==> config.mk <==
export PLATFORM = sky130hd
export DESIGN_NAME = text_console_ctrl
export DESIGN_NICKNAME = d
export VERILOG_FILES = /design/src/rtl/text_console_ctrl.sv
export SDC_FILE = /design/constraint.sdc
export NUM_CORES = 1
export LEC_CHECK = 0
export ABC_AREA = 1
export CORE_MARGIN = 2
export CORE_UTILIZATION = 30
export CTS_CLUSTER_DIAMETER = 100
export DETAILED_ROUTE_END_ITERATION = 6
export PLACE_DENSITY = 0.49
export SYNTH_ARGS = -nofsm -noshare
export SYNTH_HDL_FRONTEND = slang
export SYNTH_SLANG_ARGS = --single-unit
==> constraint.sdc <==
create_clock -name clk -period 2.79 [get_ports clk]
set_input_delay 0.558 -clock clk [delete_from_list [all_inputs] [get_ports clk]]
set_output_delay 0.558 -clock clk [all_outputs]
set_load 0.005 [all_outputs]
==> src/rtl/text_console_ctrl.sv <==
// Byte-stream text console: owns the VRAM write port and cursor/scroll state of a COLSxROWS
// ring-buffered text screen. Handles printable chars, CR, LF, BS, FF, and row-recycling scroll.
module text_console_ctrl #(
    parameter int unsigned COLS  = 100,
    parameter int unsigned ROWS  = 30,
    parameter logic [7:0]  BLANK = 8'h20
) (
    input  logic       clk,
    input  logic       reset_low,
    input  logic       in_valid,
    output logic       in_ready,
    input  logic [7:0] in_byte,
    output logic       vram_we,
    output logic [4:0] vram_wr_row,
    output logic [6:0] vram_wr_col,
    output logic [7:0] vram_wr_byte,
    output logic [4:0] top_row,
    output logic [4:0] cursor_row,
    output logic [6:0] cursor_col
);

    localparam logic [6:0] LastCol = 7'(COLS - 1);
    localparam logic [4:0] LastRow = 5'(ROWS - 1);

    typedef enum logic [1:0] {StClrAll, StIdle, StClrRow} state_t;

    state_t     r_state;
    logic       r_in_ready;
    logic       r_vram_we;
    logic [4:0] r_vram_wr_row;
    logic [6:0] r_vram_wr_col;
    logic [7:0] r_vram_wr_byte;
    logic [4:0] r_top_row;
    logic [4:0] r_cursor_row;
    logic [6:0] r_cursor_col;
    logic [4:0] r_cnt_row;
    logic [6:0] r_cnt_col;
    logic [4:0] r_clr_row;
    logic [6:0] r_clr_col;

    logic       w_accept;
    logic       w_printable;
    logic [4:0] w_next_row;
    logic [4:0] w_next_top;
    logic       w_scroll;

    // r_in_ready is only ever high in StIdle, so it doubles as the accept qualifier.
    assign w_accept    = r_in_ready & in_valid;
    assign w_printable = (in_byte >= 8'h20) && (in_byte <= 8'h7E);
    assign w_next_row  = (r_cursor_row == LastRow) ? 5'd0 : r_cursor_row + 5'd1;
    assign w_next_top  = (r_top_row == LastRow) ? 5'd0 : r_top_row + 5'd1;
    assign w_scroll    = (w_next_row == r_top_row);

    always_ff @(posedge clk or negedge reset_low) begin
        if (!reset_low) begin
            r_state        <= StClrAll;
            r_in_ready     <= 1'b0;
            r_vram_we      <= 1'b0;
            r_vram_wr_row  <= 5'd0;
            r_vram_wr_col  <= 7'd0;
            r_vram_wr_byte <= 8'd0;
            r_top_row      <= 5'd0;
            r_cursor_row   <= 5'd0;
            r_cursor_col   <= 7'd0;
            r_cnt_row      <= 5'd0;
            r_cnt_col      <= 7'd0;
            r_clr_row      <= 5'd0;
            r_clr_col      <= 7'd0;
        end else begin
            r_vram_we <= 1'b0;
            case (r_state)
                StClrAll: begin
                    r_in_ready     <= 1'b0;
                    r_vram_we      <= 1'b1;
                    r_vram_wr_row  <= r_cnt_row;
                    r_vram_wr_col  <= r_cnt_col;
                    r_vram_wr_byte <= BLANK;
                    if (r_cnt_col == LastCol) begin
                        r_cnt_col <= 7'd0;
                        if (r_cnt_row == LastRow) begin
                            r_cnt_row <= 5'd0;
                            r_state   <= StIdle;
                        end else begin
                            r_cnt_row <= r_cnt_row + 5'd1;
                        end
                    end else begin
                        r_cnt_col <= r_cnt_col + 7'd1;
                    end
                end
                StClrRow: begin
                    r_in_ready     <= 1'b0;
                    r_vram_we      <= 1'b1;
                    r_vram_wr_row  <= r_clr_row;
                    r_vram_wr_col  <= r_clr_col;
                    r_vram_wr_byte <= BLANK;
                    if (r_clr_col == LastCol) begin
                        r_clr_col <= 7'd0;
                        r_state   <= StIdle;
                    end else begin
                        r_clr_col <= r_clr_col + 7'd1;
                    end
                end
                StIdle: begin
                    r_in_ready <= 1'b1;
                    if (w_accept) begin
                        if (w_printable) begin
                            r_vram_we      <= 1'b1;
                            r_vram_wr_row  <= r_cursor_row;
                            r_vram_wr_col  <= r_cursor_col;
                            r_vram_wr_byte <= in_byte;
                            if (r_cursor_col < LastCol) begin
                                r_cursor_col <= r_cursor_col + 7'd1;
                            end else begin
                                r_cursor_col <= 7'd0;
                                r_cursor_row <= w_next_row;
                                if (w_scroll) begin
                                    r_top_row  <= w_next_top;
                                    r_clr_row  <= w_next_row;
                                    r_clr_col  <= 7'd0;
                                    r_state    <= StClrRow;
                                    r_in_ready <= 1'b0;
                                end
                            end
                        end else if (in_byte == 8'h0A) begin
                            r_cursor_col <= 7'd0;
                            r_cursor_row <= w_next_row;
                            if (w_scroll) begin
                                // No char write pending, so column 0 is blanked on this edge.
                                r_top_row      <= w_next_top;
                                r_clr_row      <= w_next_row;
                                r_clr_col      <= 7'd1;
                                r_vram_we      <= 1'b1;
                                r_vram_wr_row  <= w_next_row;
                                r_vram_wr_col  <= 7'd0;
                                r_vram_wr_byte <= BLANK;
                                r_state        <= StClrRow;
                                r_in_ready     <= 1'b0;
                            end
                        end else if (in_byte == 8'h0D) begin
                            r_cursor_col <= 7'd0;
                        end else if (in_byte == 8'h08) begin
                            if (r_cursor_col != 7'd0) r_cursor_col <= r_cursor_col - 7'd1;
                        end else if (in_byte == 8'h0C) begin
                            r_top_row    <= 5'd0;
                            r_cursor_row <= 5'd0;
                            r_cursor_col <= 7'd0;
                            r_cnt_row    <= 5'd0;
                            r_cnt_col    <= 7'd0;
                            r_state      <= StClrAll;
                            r_in_ready   <= 1'b0;
                        end
                    end
                end
                default: r_state <= StClrAll;
            endcase
        end
    end

    assign in_ready     = r_in_ready;
    assign vram_we      = r_vram_we;
    assign vram_wr_row  = r_vram_wr_row;
    assign vram_wr_col  = r_vram_wr_col;
    assign vram_wr_byte = r_vram_wr_byte;
    assign top_row      = r_top_row;
    assign cursor_row   = r_cursor_row;
    assign cursor_col   = r_cursor_col;

endmodule

### Word-level counts from Yosys, hierarchy flattened

Cells that the tools add are included.

* add/subtract/negate cells: 7
* $lt $le $gt $ge: 3
* equal/unequal tests: 32
* mux-type cells: 84
* bitwise operators: 1
* reduce and logical (&&, ||, !) cells: 20

Operators by type and width (number)
* 2-to-1 mux 7 bit: 23
* 2-to-1 mux 5 bit: 25
* == test 8 x 4 -> 1 bit, second input constant: 4
* 2-to-1 mux 8 bit: 4
* one-hot mux 7 bit (2 select lines): 2
* 2-to-1 mux 2 bit: 11
* inequality test 2 bit, second input constant: 11
* adder 7 x 1 -> 7 bit, second input constant: 3
* one-hot mux 7 bit (3 select lines): 1
* one-hot mux 8 bit (2 select lines): 1
* AND reduction 4 bit: 4
* AND reduction 8 bit: 2
* adder 5 x 1 -> 5 bit, second input constant: 3
* == test 5 bit, second input constant: 3
* inequality test 3 bit, second input constant: 5
* one-hot mux 5 bit (3 select lines): 1
* == test 7 bit, second input constant: 2
* 2-to-1 mux 1 bit: 12
* inequality test 4 bit, second input constant: 3
* one-hot mux 5 bit (2 select lines): 1
* greater-or-equal comparator 8 x 6 -> 1 bit, second input constant: 1
* less-or-equal comparator 8 x 7 -> 1 bit, second input constant: 1
* nonzero test 2 bit: 4
* less-than comparator 7 bit, second input constant: 1
* 17 further kinds: 19

* register bits after elaboration: 65
* input port bits: 11
* output and inout bits: 39
* logic and storage cells: 160

### Longest topological paths before layout

* word-level depth: 8
* mapped depth: 17

### Least setup slack after synthesis

No wires, ideal clock.

* path type: register to register
* start: register r_cursor_row[1] (netlist: cursor_row[1])
* end: register r_vram_wr_byte[0] (netlist: vram_wr_byte[0])
* setup time: 0.121 ns
* data arrival time: 1.894 ns
* required time: 2.669 ns
* path slack: 0.775 ns
* cell stages (with the launch flop): 18
* path buffers: 3
* period minus slack after synthesis: 2.015 ns
* cell sequence: dfrtp_1 inv_1 ha_1 nand2_1 inv_1 nand2_2 buf_6 nand2_4 nand2_1 nand2_2 nor2_4 nand3_2 nor2_4 nor2_2 buf_6 buf_6 o21ai_1 nand2_1

* cells in the longest elaborated chain, start to end: 5
* elaborated cells on any way between the ends: 6
* classes of those cells: add/sub: 1; eq/ne: 3; mux: 1; reduce/logical: 1

RTL lines
* start, declared: line 34 `logic [4:0] r_cursor_row;`
* start signal, assigned: line 115 `r_cursor_row <= w_next_row;`
* start signal, assigned: line 126 `r_cursor_row <= w_next_row;`
* adder 5 x 1 -> 5 bit / == test 5 bit (equally long branches): line 50 `assign w_next_row = (r_cursor_row == LastRow) ? 5'd0 : r_cursor_row + 5'd1;`
* 2-to-1 mux 5 bit (*): line 50
* == test 5 bit (*): line 52 `assign w_scroll = (w_next_row == r_top_row);`
* inequality test 3 bit (no line) (*)
* AND reduction 4 bit (no line) (*)
* end signal, assigned: line 110 `r_vram_wr_byte <= in_byte;`
* end, declared: line 32 `logic [7:0] r_vram_wr_byte;`

Mark *: on every way between the ends. The rest lies on a longest branch, timed or not.
A chain may end at the register's enable or synchronous reset.

### Final worst setup path

* start: register r_cursor_row[1] (netlist: cursor_row[1])
* end: register r_clr_col[2]

* cells in the longest elaborated chain, start to end: 5
* elaborated cells on any way between the ends: 6
* classes of those cells: add/sub: 1; eq/ne: 3; mux: 1; reduce/logical: 1

RTL lines
* adder 5 x 1 -> 5 bit / == test 5 bit (equally long branches): line 50
* 2-to-1 mux 5 bit (*): line 50
* == test 5 bit (*): line 52
* inequality test 2 bit (no line) (*)
* AND reduction 5 bit (no line) (*)
* end signal, assigned: line 100 `r_clr_col <= r_clr_col + 7'd1;`
* end, declared: line 39 `logic [6:0] r_clr_col;`

Marks and branches as above.

==> qor.yml <==
critical_path:
  path_class: "flip-flop to flip-flop"
  arrival_ns: 2.60
  cp.depth: 14
  cp_max_fo: 13
  timing.rr.start: "cursor_row[1]$_DFFE_PN0P_"
  critPathRequiredTime_ns: 2.99
  slowest_stage: "dfrtp_1"
  start_kind: "flip-flop"
  critPathTopFamily: "simple AND/OR/NAND/NOR gates"
  worstSetupStartpoint: "cursor_row[1]$_DFFE_PN0P_"
  critPathBufInv: 2
  cpMostUsedCell: "nand2_1"
  r2r_cells: 14
  max_stage_delay_ns: 0.44
  endpoint_kind: "flip-flop"
  worstPathCellList: "inv_1 > ha_1 > nand2_1 > inv_1 > nand2_2 > nand3_2 > nand2_1 > nand2_1 > nor2_1 > nand3_1 > nand2_1 > nand2_1 > nand2_1 > o21ai_1"
clocking:
  cts-buffers-inserted: 9
  clock-sinks: 65
  cts_hold_buf: 0
  cts_tree: "built"
  cts_buffer_depth: 2
  cts.clk_slew.worst_paths_ns: 0.06
  h-tree-depth: 3
  root_buffer: "clkbuf_16"
  clk_latency_ns: 0.34
cells_and_area:
  final_net_count: 661
  drive_above_1_share: 0.08281
  diodes: 0
  ff_latch_area_um2: 1627
  multi_input_area_um2: 2200
  syn_to_final_growth_pct: 24.82
  fillers: 1520
  final_util: 0.3792
floorplan:
  io-pin-count: 50
  initial_core_util: 0.3038
  core_um2: 13770
  row_count: 43
  die-area_um2: 14910
  die_w_um: 122.1
  fp.dieH_um: 122.1
sta:
  setup_violations: 0
  grt_setup_unrepaired: "no"
  hold_violations: 0
  fin_skew_ns: 0.008693
  post-route-min-period_ns: 2.393
  final.setup.tns_ns: 0
  worst_slew_pin_slew_ns: 0.8796
  hold_slack_ns: 0.4172
  slew_violations: 0
  setup_slack_ns: 0.3969
  timing.slew.headroom: 0.4136
  fin_crit_sh: 0.8578
  max_freq_ghz: 0.4179
yosys:
  synthAdderAreaFrac: 0.04486
  ys_seq_area_frac: 0.3888
  synth_top_family_by_area: "simple AND/OR/NAND/NOR gates"
  synth-compound-area-share: 0.1492
  syn_avg_cell_area_um2: 7.264
  synth-seq-cells: 65
  synth_fp_nets: 602
  yosysWarnings: 0
  synth_xor_area_frac: 0.02721
  yosys.cell_types.count: 36
  synth_mux_area_frac: 0
  synthSimpleGateAreaFrac: 0.3032
  synthCells: 576
  synth_area_um2: 4184
worst_hold_path:
  hp-class: "input pin to async pin"
grt:
  grt_pass1_vias: 3604
  grt_max_degree: 66
  track_usage: 0.1581
  grt_pass1_wl_um: 18260
  antenna_found_initial: 0
  gr-total-overflow: 0
routing:
  vias_per_cell: 4.757
  dr_total_vias: 3901
  wl_per_cell_um: 13.49
  routed_wl_um: 11060
  ant_nets: 0
  drt-initial-drc-count: 223
  dr.pass1.iters: 5
  drc: 0
pwr:
  leakage_nw: 2.546
  pwr_density_cell_nw_per_um2: 407.2
  switching_share: 0.2108
  vdd_drop_max_uv: 223.9
  p_seq_frac: 0.444
  comb_power_share: 0.031
  switchingPower_w: 0.0004482
  internal_power_w: 0.001679
  power_w: 0.002127
  power.share.clock: 0.525
placed_design:
  hpwl_um: 8206
  pre_cts_slack_ns: 0.07073
  place.gp.congestion: 0.8196
  numPortBuffers: 49
outcome:
  outcome: "completed"
flow_run:
  max_cap_violations: 0
==> cell families after synthesis <==
family                     after synthesis
buffers and inverters                   85
and+or+nand+nor                        287
adders and majority gates               15
DFF                                     65
xor gates and xnor gates                13
AOI/OAI and AO/OA                      111
==> what timing repair did <==
item                       in CTS  in global routing
resized for setup               0                  1
hold endpoints to repair        0                  0
setup endpoints to repair       0                 19
setup buffers                   0                  0
==> placed cells by master (no fill, tap or decap), types with 3 or more instances in the layout <==
master             n
nand3_2            6
ha_1              15
a22oi_1           13
o22ai_1            8
nand4_1           10
o21ai_0           40
a21oi_1           20
clkdlybuf4s50_1   48
nand2_2            6
o21ai_1           19
nor2_4             4
nor2_1            53
buf_4             17
nand3_1           26
xor2_1            11
nor2_2             3
nor3_1            12
nand2_1          158
clkbuf_16          9
dfrtp_1           65
nand3b_1           3
clkbuf_1           3
inv_1             64
o211ai_1           7
==> power groups by stage <==
stage	clock network, W	logic [W]	registers, W
floorplan	0	0.0000198	0.000960
global placement	0	0.0000682	0.000960
detailed placement	0	0.0000672	0.000960
CTS	0.00115	0.0000676	0.000943
global route	0.00119	0.0000755	0.000943
finish	0.00112	0.0000658	0.000944
==> area by class of cell <==
cell class | count | area share
tap | 180 | 0.04312
sequential | 65 | 0.3115
inverter | 66 | 0.04744
clock buffer | 13 | 0.04792
clock inverter | 3 | 0.007667
timing repair buffer | 67 | 0.1212
multi-input combinational | 426 | 0.4212
==> path summary, 6_finish.rpt <==
check	to	slack, ns
max reg2reg	r_clr_col[2]$_DFFE_PN0P_	0.40
max in group asynchronous	vram_wr_byte[3]$_DFFE_PN0P_	1.79
max	r_clr_col[2]$_DFFE_PN0P_	0.40
min reg2reg	vram_wr_row[1]$_DFFE_PN0P_	0.48
min	cursor_col[3]$_DFFE_PN0P_	0.42
min in group clk	vram_wr_row[1]$_DFFE_PN0P_	0.48
==> layer usage <==
layer / GRT usage / share of wire
met4: 0.07328 / 0.017
met2: 0.2256 / 0.42
met1: 0.2319 / 0.52
met3: 0.02575 / 0.043
met5: 0 / 0
==> metrics by stage <==
step	std cells	area [µm²]
final	820	5223
after global routing	820	5223
after CTS	820	5218
after detailed placement	804	4927
after global placement	804	4927
after floorplan	576	4184
==> cells in the mapped netlist, drive strengths merged <==
master  number  area (µm²)
o22ai        8       50.05
o211ai       7       52.55
nand4       10       62.56
a21boi       1       7.510
clkinv       1       3.750
dfrtp       65        1627
a21oi       20       100.1
and3         1       6.260
nor3b        2       15.01
nor3        12       60.06
nand3       32       190.2
nand2      165       641.9
nor4         1       6.260
ha          15       187.7
or2          1       6.260
clkbuf       8       30.03
inv         65       244.0
buf         11       85.07
o31ai        1       7.510
a22oi       13       97.59
a31oi        1       6.260
xor2        11       96.34
o21a         1       7.510
xnor2        2       17.52
nor2        60       257.7
o21ai       59       295.3
nand3b       3       22.52
==> worst register-to-register path: stages (launching register included) <==
cell     delay, ns
dfrtp_1       0.44
inv_1         0.08
ha_1          0.18
nand2_1       0.05
inv_1         0.04
nand2_2       0.22
nand3_2       0.16
nand2_1       0.08
nand2_1       0.06
nor2_1        0.13
nand3_1       0.20
nand2_1       0.14
nand2_1       0.26
nand2_1       0.14
o21ai_1       0.07
==> flip-flops by register name, indices dropped and copies added, names as in the netlist, 5 cells and up <==
signal	flops
cursor_col	7
cursor_row	5
r_clr_col	7
r_clr_row	5
r_cnt_col	7
r_cnt_row	5
top_row	5
vram_wr_byte	8
vram_wr_col	7
vram_wr_row	5
Power figures use the tool's default switching activity.
